--- src/rtl/rhd_acq_sequencer_if.sv ---
// rtl/rhd_acq_sequencer_if.sv - SPI pins and result stream of the RHD acquisition sequencer
interface rhd_acq_sequencer_if;
  logic        CS;
  logic        SCLK;
  logic        MOSI;
  logic        MISO;
  logic [15:0] sample_lo;
  logic [15:0] sample_hi;
  logic [5:0]  sample_ch;
  logic        sample_valid;
  logic        sample_ready;

  modport master (
    output CS, SCLK, MOSI, sample_lo, sample_hi, sample_ch, sample_valid,
    input  MISO, sample_ready
  );

  modport slave (
    input  CS, SCLK, MOSI, sample_lo, sample_hi, sample_ch, sample_valid,
    output MISO, sample_ready
  );
endinterface

--- src/rtl/rhd_acq_sequencer.sv ---
// rtl/rhd_acq_sequencer.sv - round-robin CONVERT sequencer for one RHD chip
// Each frame's DDR pair answers the command sent two frames earlier; a 2-deep history supplies the tag.
module rhd_acq_sequencer #(
  parameter int NUM_CH    = 32,
  parameter int SCLK_HALF = 4,
  parameter int SAMPLE_LO = 3,
  parameter int SAMPLE_HI = 7,
  parameter int CS_LEAD   = 2,
  parameter int CS_TRAIL  = 2,
  parameter int CS_HIGH   = 8
) (
  input  logic                       clk,
  input  logic                       rstn,
  input  logic                       enable,
  rhd_acq_sequencer_if.master        bus,
  output logic                       sweep_done,
  output logic                       overrun,
  input  logic                       clear_overrun
);
  localparam int BIT_CYC = 2 * SCLK_HALF;
  localparam int TW      = $clog2(BIT_CYC);

  typedef enum logic [2:0] {S_IDLE, S_LEAD, S_SHIFT, S_TRAIL, S_GAP} state_t;

  state_t        state_q, state_d;
  logic [15:0]   cnt_q, cnt_d;
  logic [TW-1:0] t_q, t_d;
  logic [3:0]    bit_q, bit_d;
  logic [5:0]    ptr_q, ptr_d;
  logic [5:0]    hist0_q, hist0_d, hist1_q, hist1_d;
  logic [1:0]    prime_q, prime_d;
  logic [15:0]   lo_sr_q, lo_sr_d, hi_sr_q, hi_sr_d;
  logic [15:0]   lo_q, lo_d, hi_q, hi_d;
  logic [5:0]    ch_q, ch_d;
  logic          valid_q, valid_d, sweep_q, sweep_d, ovr_q, ovr_d;
  logic [15:0]   cmd_word;
  logic [5:0]    prev_ptr;

  assign cmd_word = {2'b00, ptr_q, 8'h00};
  // The pointer has already advanced at the end of TRAIL, so the frame's own channel is one behind.
  assign prev_ptr = (ptr_q == 6'd0) ? 6'(NUM_CH - 1) : ptr_q - 6'd1;

  always_comb begin
    state_d = state_q;
    cnt_d   = cnt_q;
    t_d     = t_q;
    bit_d   = bit_q;
    ptr_d   = ptr_q;
    prime_d = prime_q;
    hist0_d = hist0_q;
    hist1_d = hist1_q;
    lo_sr_d = lo_sr_q;
    hi_sr_d = hi_sr_q;
    lo_d    = lo_q;
    hi_d    = hi_q;
    ch_d    = ch_q;
    valid_d = valid_q;
    sweep_d = 1'b0;
    ovr_d   = ovr_q;
    if (clear_overrun) ovr_d = 1'b0;
    if (valid_q && bus.sample_ready) valid_d = 1'b0;
    unique case (state_q)
      S_IDLE: begin
        ptr_d   = 6'd0;
        prime_d = 2'd0;
        cnt_d   = 16'd0;
        if (enable) state_d = S_LEAD;
      end
      S_LEAD: begin
        if (cnt_q == 16'(CS_LEAD - 1)) begin
          cnt_d   = 16'd0;
          t_d     = '0;
          bit_d   = 4'd0;
          state_d = S_SHIFT;
        end else begin
          cnt_d = cnt_q + 16'd1;
        end
      end
      S_SHIFT: begin
        if (t_q == TW'(SAMPLE_LO)) lo_sr_d = {lo_sr_q[14:0], bus.MISO};
        if (t_q == TW'(SAMPLE_HI)) hi_sr_d = {hi_sr_q[14:0], bus.MISO};
        if (t_q == TW'(BIT_CYC - 1)) begin
          t_d   = '0;
          bit_d = bit_q + 4'd1;
          if (bit_q == 4'd15) state_d = S_TRAIL;
        end else begin
          t_d = t_q + 1'b1;
        end
      end
      S_TRAIL: begin
        if (cnt_q == 16'(CS_TRAIL - 1)) begin
          cnt_d   = 16'd0;
          ptr_d   = (ptr_q == 6'(NUM_CH - 1)) ? 6'd0 : ptr_q + 6'd1;
          state_d = S_GAP;
        end else begin
          cnt_d = cnt_q + 16'd1;
        end
      end
      S_GAP: begin
        if (cnt_q == 16'd0) begin
          if (prime_q == 2'd2) begin
            if (!valid_q || bus.sample_ready) begin
              lo_d    = lo_sr_q;
              hi_d    = hi_sr_q;
              ch_d    = hist1_q;
              valid_d = 1'b1;
              sweep_d = (hist1_q == 6'(NUM_CH - 1));
            end else begin
              ovr_d = 1'b1;
            end
          end else begin
            prime_d = prime_q + 2'd1;
          end
        end
        if (cnt_q == 16'(CS_HIGH - 1)) begin
          cnt_d   = 16'd0;
          hist1_d = hist0_q;
          hist0_d = prev_ptr;
          state_d = enable ? S_LEAD : S_IDLE;
        end else begin
          cnt_d = cnt_q + 16'd1;
        end
      end
      default: state_d = S_IDLE;
    endcase
  end

  always_ff @(posedge clk) begin
    if (!rstn) begin
      state_q <= S_IDLE;
      cnt_q   <= 16'd0;
      t_q     <= '0;
      bit_q   <= 4'd0;
      ptr_q   <= 6'd0;
      prime_q <= 2'd0;
      hist0_q <= 6'd0;
      hist1_q <= 6'd0;
      lo_sr_q <= 16'd0;
      hi_sr_q <= 16'd0;
      lo_q    <= 16'd0;
      hi_q    <= 16'd0;
      ch_q    <= 6'd0;
      valid_q <= 1'b0;
      sweep_q <= 1'b0;
      ovr_q   <= 1'b0;
    end else begin
      state_q <= state_d;
      cnt_q   <= cnt_d;
      t_q     <= t_d;
      bit_q   <= bit_d;
      ptr_q   <= ptr_d;
      prime_q <= prime_d;
      hist0_q <= hist0_d;
      hist1_q <= hist1_d;
      lo_sr_q <= lo_sr_d;
      hi_sr_q <= hi_sr_d;
      lo_q    <= lo_d;
      hi_q    <= hi_d;
      ch_q    <= ch_d;
      valid_q <= valid_d;
      sweep_q <= sweep_d;
      ovr_q   <= ovr_d;
    end
  end

  assign bus.CS           = !(state_q inside {S_LEAD, S_SHIFT, S_TRAIL});
  assign bus.SCLK         = (state_q == S_SHIFT) && (t_q >= TW'(SCLK_HALF));
  assign bus.MOSI         = (state_q == S_SHIFT) && cmd_word[4'd15 - bit_q];
  assign bus.sample_lo    = lo_q;
  assign bus.sample_hi    = hi_q;
  assign bus.sample_ch    = ch_q;
  assign bus.sample_valid = valid_q;
  assign sweep_done       = sweep_q;
  assign overrun          = ovr_q;
endmodule

--- src/flat_wrapper.sv ---
// flat-port wrapper written by rule: the top's interface ports become plain ports
module rhd_acq_sequencer_flat 
#(
  parameter int NUM_CH    = 32,
  parameter int SCLK_HALF = 4,
  parameter int SAMPLE_LO = 3,
  parameter int SAMPLE_HI = 7,
  parameter int CS_LEAD   = 2,
  parameter int CS_TRAIL  = 2,
  parameter int CS_HIGH   = 8
)
  (clk, rstn, enable, sweep_done, overrun, clear_overrun, bus_CS, bus_SCLK, bus_MOSI, bus_sample_lo, bus_sample_hi, bus_sample_ch, bus_sample_valid, bus_MISO, bus_sample_ready);
  rhd_acq_sequencer_if bus_i ();
  input  logic clk;
  input  logic rstn;
  input  logic enable;
  output logic sweep_done;
  output logic overrun;
  input  logic clear_overrun;
  output wire logic [$bits(bus_i.CS)-1:0] bus_CS;
  output wire logic [$bits(bus_i.SCLK)-1:0] bus_SCLK;
  output wire logic [$bits(bus_i.MOSI)-1:0] bus_MOSI;
  output wire logic [$bits(bus_i.sample_lo)-1:0] bus_sample_lo;
  output wire logic [$bits(bus_i.sample_hi)-1:0] bus_sample_hi;
  output wire logic [$bits(bus_i.sample_ch)-1:0] bus_sample_ch;
  output wire logic [$bits(bus_i.sample_valid)-1:0] bus_sample_valid;
  input wire logic [$bits(bus_i.MISO)-1:0] bus_MISO;
  input wire logic [$bits(bus_i.sample_ready)-1:0] bus_sample_ready;
  assign bus_CS = bus_i.CS;
  assign bus_SCLK = bus_i.SCLK;
  assign bus_MOSI = bus_i.MOSI;
  assign bus_sample_lo = bus_i.sample_lo;
  assign bus_sample_hi = bus_i.sample_hi;
  assign bus_sample_ch = bus_i.sample_ch;
  assign bus_sample_valid = bus_i.sample_valid;
  assign bus_i.MISO = bus_MISO;
  assign bus_i.sample_ready = bus_sample_ready;
  rhd_acq_sequencer #(.NUM_CH(NUM_CH), .SCLK_HALF(SCLK_HALF), .SAMPLE_LO(SAMPLE_LO), .SAMPLE_HI(SAMPLE_HI), .CS_LEAD(CS_LEAD), .CS_TRAIL(CS_TRAIL), .CS_HIGH(CS_HIGH)) u_core (.clk(clk), .rstn(rstn), .enable(enable), .bus(bus_i), .sweep_done(sweep_done), .overrun(overrun), .clear_overrun(clear_overrun));
endmodule
--- config.mk ---
export PLATFORM = sky130hd
export DESIGN_NAME = rhd_acq_sequencer_flat
export DESIGN_NICKNAME = d
export VERILOG_FILES = /design/src/rtl/rhd_acq_sequencer_if.sv /design/src/rtl/rhd_acq_sequencer.sv /design/src/flat_wrapper.sv
export SDC_FILE = /design/constraint.sdc
export NUM_CORES = 1
export LEC_CHECK = 0
export CORE_MARGIN = 4
export CORE_UTILIZATION = 45
export DETAILED_ROUTE_END_ITERATION = 8
export MAX_ROUTING_LAYER = met4
export PLACE_DENSITY_LB_ADDON = 0.1
export SLEW_MARGIN = 20
export SYNTH_ARGS = -nofsm -noshare
export SYNTH_HDL_FRONTEND = slang
export SYNTH_SLANG_ARGS = --single-unit
export TNS_END_PERCENT = 30
--- constraint.sdc ---
create_clock -name clk -period 2.9 [get_ports clk]
set_input_delay 0.58 -clock clk [delete_from_list [all_inputs] [get_ports clk]]
set_output_delay 0.58 -clock clk [all_outputs]
set_load 0.05 [all_outputs]
==> impl_metrics.tcl <==
set metrics [dict create \
    drc 0 \
    portBuffers 49 \
    p_int_mw 3.367 \
    maxCapViolCount 0 \
    synth_edf_count 0 \
    crit_fanout 15 \
    clk_pin_slew_worst_paths_ns 0.06 \
    yosysTopAreaCell "dfxtp_1" \
    critPathKind "reg2out" \
    holdCritPathClass "reg2reg" \
    startpoint_type "register" \
    cts.hold.buffers_added 0 \
    worstReg2RegStart "u_core.state_q[2]$_SDFFE_PN0P_" \
    pwr-share-seq_pct 39.2 \
    power_frac_clock_pct 57.6 \
    ys_seq_area_share_pct 46.54 \
    final_cell_mix "193 x nand2_1, 119 x dfxtp_1, 95 x a21oi_1" \
    hold_viol_final 0 \
    synth_seq_cells 119 \
    htree_levels 4 \
    sw_frac_of_total_pct 20.00 \
    n_antenna_cell 0 \
    rr_endpoint "u_core.bus.sample_ch[1]$_SDFFE_PN0P_" \
    ff2ff_path_depth 5 \
    grtUsageMet1_pct 23.98 \
    post_cts_resized 1 \
    numClockSinks 119 \
    io_pins 50 \
    grt_overflow 0 \
    cts_root_buf "clkbuf_16" \
    grt_setup_unrepaired "no" \
    dr.pass1.iters 4 \
    ant_nets 0 \
    finalSetupTns_ns 0 \
    path_cells "nor2_1 > or2_2 > clkdlybuf4s50_1" \
    cts_buffers 17 \
    dieHeight_um 114.7 \
    busiest_layer "met2" \
    rrSetupSlack_ns 0.54 \
    antenna_found_initial 0 \
    dieWidth_um 114.7 \
    synth_warnings 0 \
    syn-num-nets 661 \
    crit_start "u_core.state_q[0]$_SDFFE_PN0P_" \
    synth_flop_cell "dfxtp_1" \
    ys_top_cells_by_area "dfxtp_1 47%, nand2_1 14%, a21oi_1 9.3%" \
    synthToLayoutAreaGrowth_pct 24.10 \
    utilization_pct 57.84 \
    cts_buffer_depth 2 \
    grt_pass1_vias 4071 \
    syn_avg_cell_area_um2 7.948 \
    fill_cells 1045 \
    cp-endpoint "bus_CS" \
    drt_wl_total_mm 11.48 \
    p_sw_mw 0.8415 \
    p_per_area_nw_per_um2 662.5 \
    post-route-period-util_pct 94.11 \
    viasPerCell 5.299 \
    synth_top_area_share_pct 46.54 \
    grt.met3_usage_pct 4.968 \
    slowest_stage "clkdlybuf4s50_1" \
    slowest_delay_ns 0.70 \
    timing.hold.ws_ns 0.4458 \
    via_count 4414 \
    synthCells 644 \
    synth.distinct_cells 54 \
    fmax_mhz 366.4 \
    grt.total_usage_pct 18.57 \
    grt_max_degree 42 \
    period_needed_ns 2.729 \
    clk-insertion-delay-late_ns 0.41 \
    cts_tree "done" \
    initial_core_util_pct 46.61 \
    post_cts_buffers 0 \
    nNetsFinal 697 \
    grt_pass1_wl_mm 19.26 \
    die-area_um2 13140 \
    rows 38 \
    syn-cell-area_um2 5119 \
    end_kind "output port" \
    grt_util_met2_pct 28.33 \
    comb_power_share_pct 3.2 \
    cp.arrival_ns 2.15 \
    core_um2 10980 \
    leakage_nw 2.148 \
    required_ns 2.32 \
    gp_congestion 0.8131 \
    drv_slew 0 \
    async_flop_share_pct 0 \
    status "finished clean" \
    setup_viol 0 \
    drive_gt1_share_pct 7.937 \
    mostFrequentLayoutCell "nand2_1" \
    peakVddDrop_mv 0.3247 \
    first_iter_violations 384 \
    skew_ns 0.01062 \
    slew_headroom_pct 52.07 \
    dp_hpwl_mm 7.538 \
    tightestPinTransition_ns 0.7190 \
    wire_per_inst_um 13.79 \
]
[Yosys cell counts, types with 2 or more instances]
master and count:
xnor2_1 3, a211oi_1 3, nor2_1 28, nand2_1 193
buf_6 6, or4_1 4, ha_1 11, nor3b_1 3
nand3b_1 8, or4_4 2, and2_1 3, nor3_1 13
a31oi_1 10, inv_1 7, nand3_1 13, clkbuf_1 24
or3_1 3, buf_1 4, a21oi_1 95, nor4_1 5
nor2b_1 8, buf_2 5, dfxtp_1 119, a22oi_1 3
and3_1 3, nand4_1 5, or2_2 2, nand2b_1 3
o21ai_0 16, o22ai_1 4, and4_1 4, and3b_1 2
xor2_1 7, mux2i_1 5
[flip-flops by register name (all words and copies together) (netlist names)]
| signal | cells |
|---|---|
| u_core.bus.sample_hi | 16 |
| u_core.cnt_q | 16 |
| u_core.bus.sample_lo | 16 |
| u_core.state_q | 3 |
| u_core.hist0_q | 6 |
| u_core.lo_sr_q | 16 |
| u_core.bus.sample_ch | 6 |
| u_core.t_q | 3 |
| u_core.prime_q | 2 |
| u_core.ptr_q | 6 |
| u_core.hist1_q | 6 |
| u_core.bit_q | 4 |
| u_core.bus.sample_valid | 1 |
| u_core.sweep_done | 1 |
| u_core.hi_sr_q | 16 |
| u_core.overrun | 1 |
[power groups by stage]
stage,Sequential [mW],Clock (mW),Combinational [mW]
2_1_floorplan,1.68,0,0.102
3_3_place_gp,1.68,0,0.132
3_5_place_dp,1.69,0,0.133
4_1_cts,1.65,2.46,0.135
5_1_grt,1.65,2.54,0.148
6_report,1.65,2.42,0.135
[kinds of logic (layout without fill, tap and decap cells)]
family | after synthesis | in the layout | synth area share (%)
flops | 119 | 119 | 46.54
simple gates | 309 | 309 | 27.84
fa+ha+maj | 11 | 11 | 2.689
xor+xnor | 10 | 10 | 1.711
compound gates | 141 | 141 | 15.18
buf+inv | 48 | 97 | 4.620
mux | 6 | 6 | 1.418
[per-stage QoR]
stage / cells / total power [mW] / instance area, µm² / setup WS [ns]
floorplan: 644 / 1.782 / 5125 / 0.5691
global placement: 801 / 1.816 / 5667 / 0.3449
detailed placement: 801 / 1.818 / 5667 / 0.3578
CTS: 833 / 4.248 / 6352 / 0.1544
global route: 833 / 4.343 / 6352 / 0.04531
finish: 833 / 4.208 / 6352 / 0.1709
[layer usage]
| metal | vias up | share of wire, % |
|---|---|---|
| met5 | - | 0 |
| met4 | 0 | 0.91 |
| met3 | 10 | 4.2 |
| met2 | 89 | 46 |
| met1 | 2035 | 49 |
| li1 | 2280 | - |
[final cells by class]
cell class	instances	area (µm²)	share of cell area (%)
Tap cell	140	175.2	2.758
Multi-Input combinational cell	477	2512	39.55
Timing Repair Buffer	58	569.3	8.962
Clock inverter	12	220.2	3.467
Clock buffer	20	466.7	7.347
Inverter	7	26.28	0.4136
Sequential cell	119	2382	37.50
[how the worst min path moves through the flow]
stage / from / endpoint / slack (ns) / cells past startpoint
finish: u_core.bus.sample_lo[9]$_SDFFE_PN0P_ / u_core.bus.sample_lo[9]$_SDFFE_PN0P_ / 0.45 / 2
global route: u_core.bus.sample_lo[7]$_SDFFE_PN0P_ / u_core.bus.sample_lo[7]$_SDFFE_PN0P_ / 0.47 / 2
CTS: u_core.bus.sample_hi[8]$_SDFFE_PN0P_ / u_core.bus.sample_hi[8]$_SDFFE_PN0P_ / 0.45 / 2
detailed placement: u_core.bus.sample_hi[8]$_SDFFE_PN0P_ / u_core.bus.sample_hi[8]$_SDFFE_PN0P_ / 0.44 / 2
global placement: u_core.bus.sample_lo[13]$_SDFFE_PN0P_ / u_core.bus.sample_lo[13]$_SDFFE_PN0P_ / 0.44 / 2
floorplan: u_core.hist0_q[0]$_SDFFE_PN0P_ / u_core.hist1_q[0]$_SDFFE_PN0P_ / 0.43 / 2
[critical path, delay by kind of cell, from the launching register on]
family / cells / cell delay, ns
DFF: 1 / 0.58
buffers and inverters: 1 / 0.70
and+or+nand+nor: 2 / 0.45
No activity file was read; power rests on OpenSTA's default activity.
